File: src/rtl/lsu_pkg.sv
// Shared encodings for the load/store unit: bus direction, enables, access sizes,
// FSM states, and helpers that derive byte enables and lane-replicated store data.
package lsu_pkg;

    localparam logic MEM_READ  = 1'b0;
    localparam logic MEM_WRITE = 1'b1;
    localparam logic DISABLE   = 1'b0;
    localparam logic ENABLE    = 1'b1;

    localparam logic [2:0] LSU_B  = 3'b000;
    localparam logic [2:0] LSU_H  = 3'b001;
    localparam logic [2:0] LSU_W  = 3'b010;
    localparam logic [2:0] LSU_BU = 3'b100;
    localparam logic [2:0] LSU_HU = 3'b101;

    typedef enum logic [1:0] {
        ST_IDLE = 2'b00,
        ST_BUSY = 2'b01,
        ST_DONE = 2'b10
    } lsu_state_e;

    function automatic logic lsu_legal(input logic [2:0] funct3, input logic [1:0] off);
        logic ok;
        case (funct3)
            LSU_B, LSU_BU: ok = 1'b1;
            LSU_H, LSU_HU: ok = ~off[0];
            LSU_W:         ok = (off == 2'b00);
            default:       ok = 1'b0;
        endcase
        return ok;
    endfunction

    // Loads use the same enables as a store of the same size.
    function automatic logic [3:0] lsu_be(input logic [2:0] funct3, input logic [1:0] off);
        logic [3:0] be;
        case (funct3[1:0])
            2'b00:   be = 4'b0001 << off;
            2'b01:   be = off[1] ? 4'b1100 : 4'b0011;
            default: be = 4'b1111;
        endcase
        return be;
    endfunction

    function automatic logic [31:0] lsu_wdata(input logic [2:0] funct3, input logic [31:0] wdata);
        logic [31:0] wd;
        case (funct3[1:0])
            2'b00:   wd = {4{wdata[7:0]}};
            2'b01:   wd = {2{wdata[15:0]}};
            default: wd = wdata;
        endcase
        return wd;
    endfunction

endpackage

File: src/rtl/lsu_extend.sv
// Selects the addressed byte/half of a bus word and sign- or zero-extends it.
module lsu_extend
    import lsu_pkg::*;
(
    input  logic [31:0] word_i,
    input  logic [1:0]  offset_i,
    input  logic [2:0]  funct3_i,
    output logic [31:0] data_o
);

    logic [7:0]  byte_s;
    logic [15:0] half_s;

    // Lane select followed by extension according to the access size.
    always_comb begin
        byte_s = word_i[{offset_i, 3'b000} +: 8];
        half_s = offset_i[1] ? word_i[31:16] : word_i[15:0];
        case (funct3_i)
            LSU_B:   data_o = {{24{byte_s[7]}}, byte_s};
            LSU_BU:  data_o = {24'd0, byte_s};
            LSU_H:   data_o = {{16{half_s[15]}}, half_s};
            LSU_HU:  data_o = {16'd0, half_s};
            default: data_o = word_i;
        endcase
    end

endmodule

File: src/rtl/lsu.sv
// Load/store unit: takes one request from EX, runs an ack-based bus transfer with a
// timeout, and returns extended load data with a one-cycle completion pulse.
module lsu
    import lsu_pkg::*;
#(
    parameter int TIMEOUT = 255
) (
    input  logic        clk,
    input  logic        rst,
    input  logic        ex_valid,
    input  logic        ex_mem_ena,
    input  logic        ex_mem_rw,
    input  logic [2:0]  ex_funct3,
    input  logic [31:0] ex_addr,
    input  logic [31:0] ex_wdata,
    output logic        bus_req,
    output logic        bus_we,
    output logic [31:0] bus_addr,
    output logic [3:0]  bus_be,
    output logic [31:0] bus_wdata,
    input  logic        bus_ack,
    input  logic [31:0] bus_rdata,
    output logic        mem_rw_o,
    output logic [31:0] mem_rdata_o,
    output logic        mem_done,
    output logic        fault,
    output logic        stall
);

    localparam logic [7:0] TMO_C = 8'(TIMEOUT);

    lsu_state_e  state_q;
    logic [7:0]  cnt_q;
    logic [7:0]  cnt_d;
    logic        rw_q;
    logic [2:0]  funct3_q;
    logic [1:0]  off_q;
    logic        bus_req_q;
    logic        bus_we_q;
    logic [31:0] bus_addr_q;
    logic [3:0]  bus_be_q;
    logic [31:0] bus_wdata_q;
    logic        mem_rw_q;
    logic [31:0] mem_rdata_q;
    logic        mem_done_q;
    logic        fault_q;
    logic        req_s;
    logic        legal_s;
    logic [31:0] load_data_s;

    lsu_extend u_extend (
        .word_i   (bus_rdata),
        .offset_i (off_q),
        .funct3_i (funct3_q),
        .data_o   (load_data_s)
    );

    assign req_s   = ex_valid && (ex_mem_ena == ENABLE);
    assign legal_s = lsu_legal(ex_funct3, ex_addr[1:0]);
    assign cnt_d   = cnt_q + 8'd1;

    // Gated by reset so the stall to cpu_ctrl drops the moment reset asserts.
    assign stall = rst && (((state_q == ST_IDLE) && req_s && legal_s) || (state_q == ST_BUSY));

    assign bus_req     = bus_req_q;
    assign bus_we      = bus_we_q;
    assign bus_addr    = bus_addr_q;
    assign bus_be      = bus_be_q;
    assign bus_wdata   = bus_wdata_q;
    assign mem_rw_o    = mem_rw_q;
    assign mem_rdata_o = mem_rdata_q;
    assign mem_done    = mem_done_q;
    assign fault       = fault_q;

    // Transfer FSM with all bus and writeback outputs registered.
    always_ff @(posedge clk or negedge rst) begin
        if (!rst) begin
            state_q     <= ST_IDLE;
            cnt_q       <= 8'd0;
            rw_q        <= 1'b0;
            funct3_q    <= 3'b000;
            off_q       <= 2'b00;
            bus_req_q   <= 1'b0;
            bus_we_q    <= 1'b0;
            bus_addr_q  <= 32'd0;
            bus_be_q    <= 4'd0;
            bus_wdata_q <= 32'd0;
            mem_rw_q    <= 1'b0;
            mem_rdata_q <= 32'd0;
            mem_done_q  <= 1'b0;
            fault_q     <= 1'b0;
        end else begin
            mem_done_q <= 1'b0;
            fault_q    <= 1'b0;
            case (state_q)
                ST_IDLE: begin
                    if (req_s && legal_s) begin
                        rw_q        <= ex_mem_rw;
                        funct3_q    <= ex_funct3;
                        off_q       <= ex_addr[1:0];
                        cnt_q       <= 8'd0;
                        bus_req_q   <= 1'b1;
                        bus_we_q    <= (ex_mem_rw == MEM_WRITE);
                        bus_addr_q  <= {ex_addr[31:2], 2'b00};
                        bus_be_q    <= lsu_be(ex_funct3, ex_addr[1:0]);
                        bus_wdata_q <= lsu_wdata(ex_funct3, ex_wdata);
                        state_q     <= ST_BUSY;
                    end else if (req_s) begin
                        fault_q <= 1'b1;
                    end else begin
                        state_q <= ST_IDLE;
                    end
                end
                ST_BUSY: begin
                    if (bus_ack) begin
                        bus_req_q   <= 1'b0;
                        mem_rw_q    <= rw_q;
                        mem_rdata_q <= (rw_q == MEM_WRITE) ? 32'd0 : load_data_s;
                        mem_done_q  <= 1'b1;
                        state_q     <= ST_DONE;
                    end else if (cnt_d == TMO_C) begin
                        bus_req_q   <= 1'b0;
                        mem_rw_q    <= rw_q;
                        mem_rdata_q <= 32'd0;
                        mem_done_q  <= 1'b1;
                        fault_q     <= 1'b1;
                        state_q     <= ST_DONE;
                    end else begin
                        cnt_q <= cnt_d;
                    end
                end
                ST_DONE: begin
                    // EX still shows the finished instruction here, so it is not re-accepted.
                    state_q <= ST_IDLE;
                end
                default: begin
                    state_q <= ST_IDLE;
                end
            endcase
        end
    end

endmodule

File: config.mk
export PLATFORM = sky130hd
export DESIGN_NAME = lsu
export DESIGN_NICKNAME = d
export VERILOG_FILES = /design/src/rtl/lsu_pkg.sv /design/src/rtl/lsu_extend.sv /design/src/rtl/lsu.sv
export SDC_FILE = /design/constraint.sdc
export NUM_CORES = 1
export LEC_CHECK = 0
export ABC_AREA = 1
export BUFFER_PORTS_ARGS = -buffer_cell sky130_fd_sc_hd__buf_2
export CAP_MARGIN = 20
export CORE_MARGIN = 3
export CORE_UTILIZATION = 42
export CTS_CLUSTER_SIZE = 8
export DETAILED_ROUTE_END_ITERATION = 6
export PLACE_DENSITY_LB_ADDON = 0.08
export SETUP_SLACK_MARGIN = 0.3
export SYNTH_ARGS = -nofsm -noshare
export SYNTH_HDL_FRONTEND = slang
export SYNTH_SLANG_ARGS = --single-unit
File: constraint.sdc
create_clock -name clk -period 2.4 [get_ports clk]
set_input_delay 0.48 -clock clk [delete_from_list [all_inputs] [get_ports clk]]
set_output_delay 0.48 -clock clk [all_outputs]
set_load 0.05 [all_outputs]
# Word level (Yosys, flattened, before mapping)
# Index checks and enable logic that the tools add are counted.
# Widths: inputs -> output; s select.
# op_classes
n_shift	2
bitwise	1
n_reduce_logical	20
eq_ne	15
mux	31
n_addsub	1
# ops
cell	n
$pmux 32 s4	1
$mux 32	3
$pmux 32 s2	1
$shiftx 32x6->8	1
$mux 8	3
$mux 16	1
$pmux 8 s2	1
$eq 3x3->1 const B	4
$mux 1	11
$add 8x1->8 const B	1
$eq 8x8->1 const B	1
$mux 2	4
$pmux 4 s2	1
$eq 3x1->1 const B	2
$logic_not 2->1	3
$logic_not 3->1	2
$ne 3x2->1 const B	2
$reduce_and 2->1	3
$logic_and 1x1->1	5
$eq 2x1->1 const B	2
$mux 4	1
$ne 2x2->1 const B	2
$pmux 1 s2	2
$pmux 2 s2	1
10 further kinds	12
# totals
output_inout_bits	106
elab_cells	83
reg_bits	118

# Depth between registers and ports, before layout
# depth
ltp_word	6
ltp_mapped	13
ltp_nobuf	12

# Modules after synthesis
# From an unflattened synthesis, not the netlist that was laid out.
# unflattened
cells_unflattened	761
area_unflattened_um2	6074.6
# by_module_without_submodules
module	area_per_inst_um2	n_inst	cells_per_inst
lsu	5262.5	1	602
lsu_extend	812.0	1	159

# Least setup slack after synthesis
# OpenSTA, ideal clock, no wires.
# synth_timing
path_kind	input -> output
startpoint	input ex_funct3[1]
endpoint	output stall
stages	7
required_time_ns	1.920
t_arrival_ns	2.382
setup_slack_ns	-0.462
path_cell_list	buf_2 > inv_1 > nand2_1 > o211ai_1 > nand2_1 > buf_4 > a21boi_0
# synth_between
elab_chain_cells	6
# synth_rtl
element	line_no	source
start, declared	lsu.sv:13	input logic [2:0] ex_funct3,
$eq 3x1->1 (tied with other cells)	lsu_pkg.sv:24	case (funct3)
$reduce_or 2->1	lsu_pkg.sv:24	
$pmux 1 s3 (*)	lsu_pkg.sv:24	
$logic_and 1x1->1 (*)	lsu.sv:63	assign stall = rst && (((state_q == ST_IDLE) && req_s && legal_s) || (state_q == ST_BUSY));
$logic_or 1x1->1 (*)	lsu.sv:63	
$logic_and 1x1->1 (*)	lsu.sv:63	
end, declared	lsu.sv:27	output logic stall
# Mark *: on every way between the ends. The rest lies on a longest branch, timed or not.

# Worst setup path after layout
# layout_timing
startpoint	register state_q[0]
endpoint	output stall
# layout_between
elab_chain_cells	5
# layout_rtl
element	line_no	source
start, declared	lsu.sv:32	lsu_state_e state_q;
start signal, assigned	lsu.sv:78	state_q <= ST_IDLE;
start signal, assigned	lsu.sv:107	state_q <= ST_BUSY;
start signal, assigned	lsu.sv:111	state_q <= ST_IDLE;
$logic_not 2->1	lsu.sv:63	
$logic_and 1x1->1 (2 in series)	lsu.sv:63	
$logic_or 1x1->1 (*)	lsu.sv:63	
$logic_and 1x1->1 (*)	lsu.sv:63	
# Marked as above.

==> impl_metrics.csv <==
group,metric,value,unit
run_status,status,"completed",
synthesis,synthDistinctLibCells,34,
global_route,antenna_found_initial,2,
final_layout,final_cell_mix,"nand2_1, buf_2, dfrtp_1",
synthesis,yosysSeqAreaShare,0.5181,
worst_setup_path,cp.arrival,1610,ps
worst_setup_path,crit_family,"simple AND/OR/NAND/NOR gates",
route,viasPerCell,5.016,
route,wl_met2,8116,µm
final_layout,drive_gt1_frac,0.2976,
timing,fin_crit,2086,ps
power_and_ir_drop,powerDensity,1241,nW/µm²
route,wl_met3,1323,µm
worst_setup_path,crit_slowest_cell,"dfrtp_1",
route,top_layer,"met5",
route,routedWlPerCell,15.16,µm
route,drtIter0Drc,356,
worst_setup_path,cpPeakStageDelay,380,ps
worst_setup_path,path_max_fanout,2,
cts,cts_root_buffer,"clkbuf_16",
worst_setup_path,cp_num_cells,5,
timing,setup_viol,0,
timing,slew_headroom,0.5634,
power_and_ir_drop,swShare,0.4465,
global_route,grt_max_degree,119,
worst_setup_path,r2r_end,"mem_rdata_o[3]$_DFFE_PN0P_",
timing,final.setup_skew,6.248,ps
worst_setup_path,critPathBufInv,1,
final_layout,area_growth_syn_to_layout,33.57,%
placement,numPortBuffers,208,
final_layout,finalNonFillerCells,1113,
worst_setup_path,startpoint,"state_q[0]$_DFFE_PN0P_",
synthesis,yosys_warnings,0,
die,die_area,15000,µm²
worst_setup_path,crit_chain,"or2_4, nor2_4, nand2_4, a21boi_4, buf_6",
global_route,gr-total-overflow,0,
final_layout,nNetsFinal,1036,
timing,slew_viol_final,0,
worst_setup_path,cp-start-kind,"register",
timing,timing.fmax,479.3,MHz
worst_setup_path,critPathCapture,"stall",
route,met1Wirelength,7118,µm
cts,cts_buffers,17,
route,ant_nets,0,
cts,clkSlewWorstSetupHoldPaths,60,ps
route,wl,16870,µm
timing,hold-worst-slack,149.0,ps
flow_run,cap_violations,0,
power_and_ir_drop,p_switching,0.004217,W
timing,rsz0062_at_grt,"yes",
timing,tightest_slew,654.9,ps
die,fp.dieW,122.5,µm
placement,dp_hpwl,11950,µm
cts,cts.sinks,118,
route,vias,5583,
die,start_util,0.4409,
timing,final_hold_viol_count,0,
synthesis,synth_seq_cells,118,
route,firstDrtPassIters,5,
worst_setup_path,rr_startpoint,"cnt_q[0]$_DFFE_PN0P_",
cts,clockBufferDepth,2,
die,core,12930,µm²
route,drc,0,
worst_setup_path,crit_type,"register to output pin",
synthesis,synthCells,723,
placement,dp_cells,1077,
timing,fin_tns_setup,0,ps
power_and_ir_drop,p_comb_frac,0.403,
worst_hold_path,min_path_type,"primary input to asynchronous set/reset pin",
worst_setup_path,r2r_slack,450,ps
final_layout,final_common_cell,"nand2_1",
timing,post-route-period-util,0.8692,
global_route,grt_pass1_vias,5304,
power_and_ir_drop,seqPwrFrac,0.308,
placement,gp_congestion,0.9229,
worst_setup_path,crit_path_end_kind,"output pin",
power_and_ir_drop,clkPwrFrac,0.289,
worst_setup_path,required,1920,ps
power_and_ir_drop,p_int,0.005229,W
die,num_io_pins,211,
global_route,grtUsageTotal,0.2230,
synthesis,syn_area_per_cell,7.883,µm²
cts,cts_tree,"yes",
power_and_ir_drop,ir_drop,0.6857,mV
die,die_h,122.5,µm
final_layout,antennaDiodeCount,0,
synthesis,netlist_area,5699,µm²
cts,clk_latency,410,ps
final_layout,fin_util,0.5889,
power_and_ir_drop,p_leak,4.252,nW
cts,htree_levels,4,
global_route,grt_pass1_wl,26120,µm
die,placementRows,41,
worst_setup_path,reg2reg_depth,12,
==> cells by family after synthesis <==
family                   count (synthesis)  share of synthesized area
other                                    1                  0.0006580
AO/OA/AOI/OAI                          127                     0.1236
buffers and inverters                   82                    0.06916
XOR/XNOR                                 1                   0.001537
AND/OR/NAND/NOR                        392                     0.2825
adder cells (fa/ha/maj)                  2                   0.004390
flip-flops                             118                     0.5181
==> metal layers <==
metal,vias up,track usage
li1,2747,-
met1,2603,0.2869
met2,201,0.3542
met3,28,0.07143
met4,4,0.08118
met5,-,0
==> worst reg2reg max path, delay by kind of cell, from the launching register on <==
family                   cells  cell delay [ps]
adder cells (fa/ha/maj)      1              140
buffers and inverters        2              240
flip-flops                   1              420
AND/OR/NAND/NOR              9             1040
==> registers in the layout (all words and copies together), names as in the netlist, 2 cells and up <==
register,cells
bus_wdata,32
mem_rdata_o,32
bus_addr,30
cnt_q,8
bus_be,4
funct3_q,3
off_q,2
state_q,2
==> Yosys cell counts, drive strengths merged <==
master / instances / area share
a21boi: 1 / 0.0013
a21oi: 40 / 0.036
a221oi: 1 / 0.0015
a31oi: 3 / 0.0033
buf: 21 / 0.028
clkbuf: 18 / 0.013
clkinv: 1 / 0.00066
conb: 1 / 0.00066
dfrtp: 118 / 0.52
ha: 2 / 0.0044
inv: 42 / 0.028
nand2: 272 / 0.19
nand3: 52 / 0.046
nand3b: 1 / 0.0013
nand4: 5 / 0.0055
nor2: 61 / 0.043
o211ai: 17 / 0.022
o21ai: 61 / 0.054
o21bai: 3 / 0.0046
o22ai: 1 / 0.0011
or2: 1 / 0.0011
xnor2: 1 / 0.0015
==> through the flow <==
step           total power (W)  worst slack, ps  instance area (µm²)
2_1_floorplan         0.005709            322.2                 5714
3_3_place_gp          0.006667            308.7                 6863
3_5_place_dp          0.006716            189.1                 6863
4_1_cts               0.009491            261.3                 7537
5_1_grt               0.009919            243.0                 7612
6_report              0.009447            313.8                 7612
==> power groups by stage <==
stage	clock network, W	registers, W	logic [W]
6_report	0.00273	0.00291	0.00381
5_1_grt	0.00286	0.00298	0.00408
4_1_cts	0.00278	0.00291	0.00380
3_5_place_dp	0	0.00292	0.00379
3_3_place_gp	0	0.00291	0.00376
2_1_floorplan	0	0.00474	0.000966
==> area by class of cell <==
| type | instances | area (µm²) |
|---|---|---|
| Clock buffer | 21 | 470.5 |
| Clock inverter | 10 | 170.2 |
| Fill cell | 1240 | 5315 |
| Inverter | 43 | 161.4 |
| Multi-Input combinational cell | 526 | 2441 |
| Sequential cell | 118 | 2954 |
| Tap cell | 172 | 215.2 |
| Timing Repair Buffer | 223 | 1200 |
==> timing repair <==
action	4_1_cts	5_1_grt
gates resized for setup	5	6
cloned	0	2
setup endpoints to repair	36	37
pin swaps	0	5
hold buffers	0	0
buffers inserted	1	2
==> how the worst min path moves through the flow <==
stage | start | end | slack [ps] | cells past startpoint
CTS | rst | cnt_q[4]$_DFFE_PN0P_ | 220 | 2
floorplan | rst | bus_addr[10]$_DFFE_PN0P_ | 180 | 0
detailed placement | mem_rdata_o[11]$_DFFE_PN0P_ | mem_rdata_o[11]$_DFFE_PN0P_ | 460 | 2
global route | rst | cnt_q[4]$_DFFE_PN0P_ | 250 | 2
finish | rst | bus_addr[23]$_DFFE_PN0P_ | 150 | 2
global placement | mem_rdata_o[3]$_DFFE_PN0P_ | mem_rdata_o[3]$_DFFE_PN0P_ | 450 | 2
Note: power is estimated with default switching activity, not from simulation.
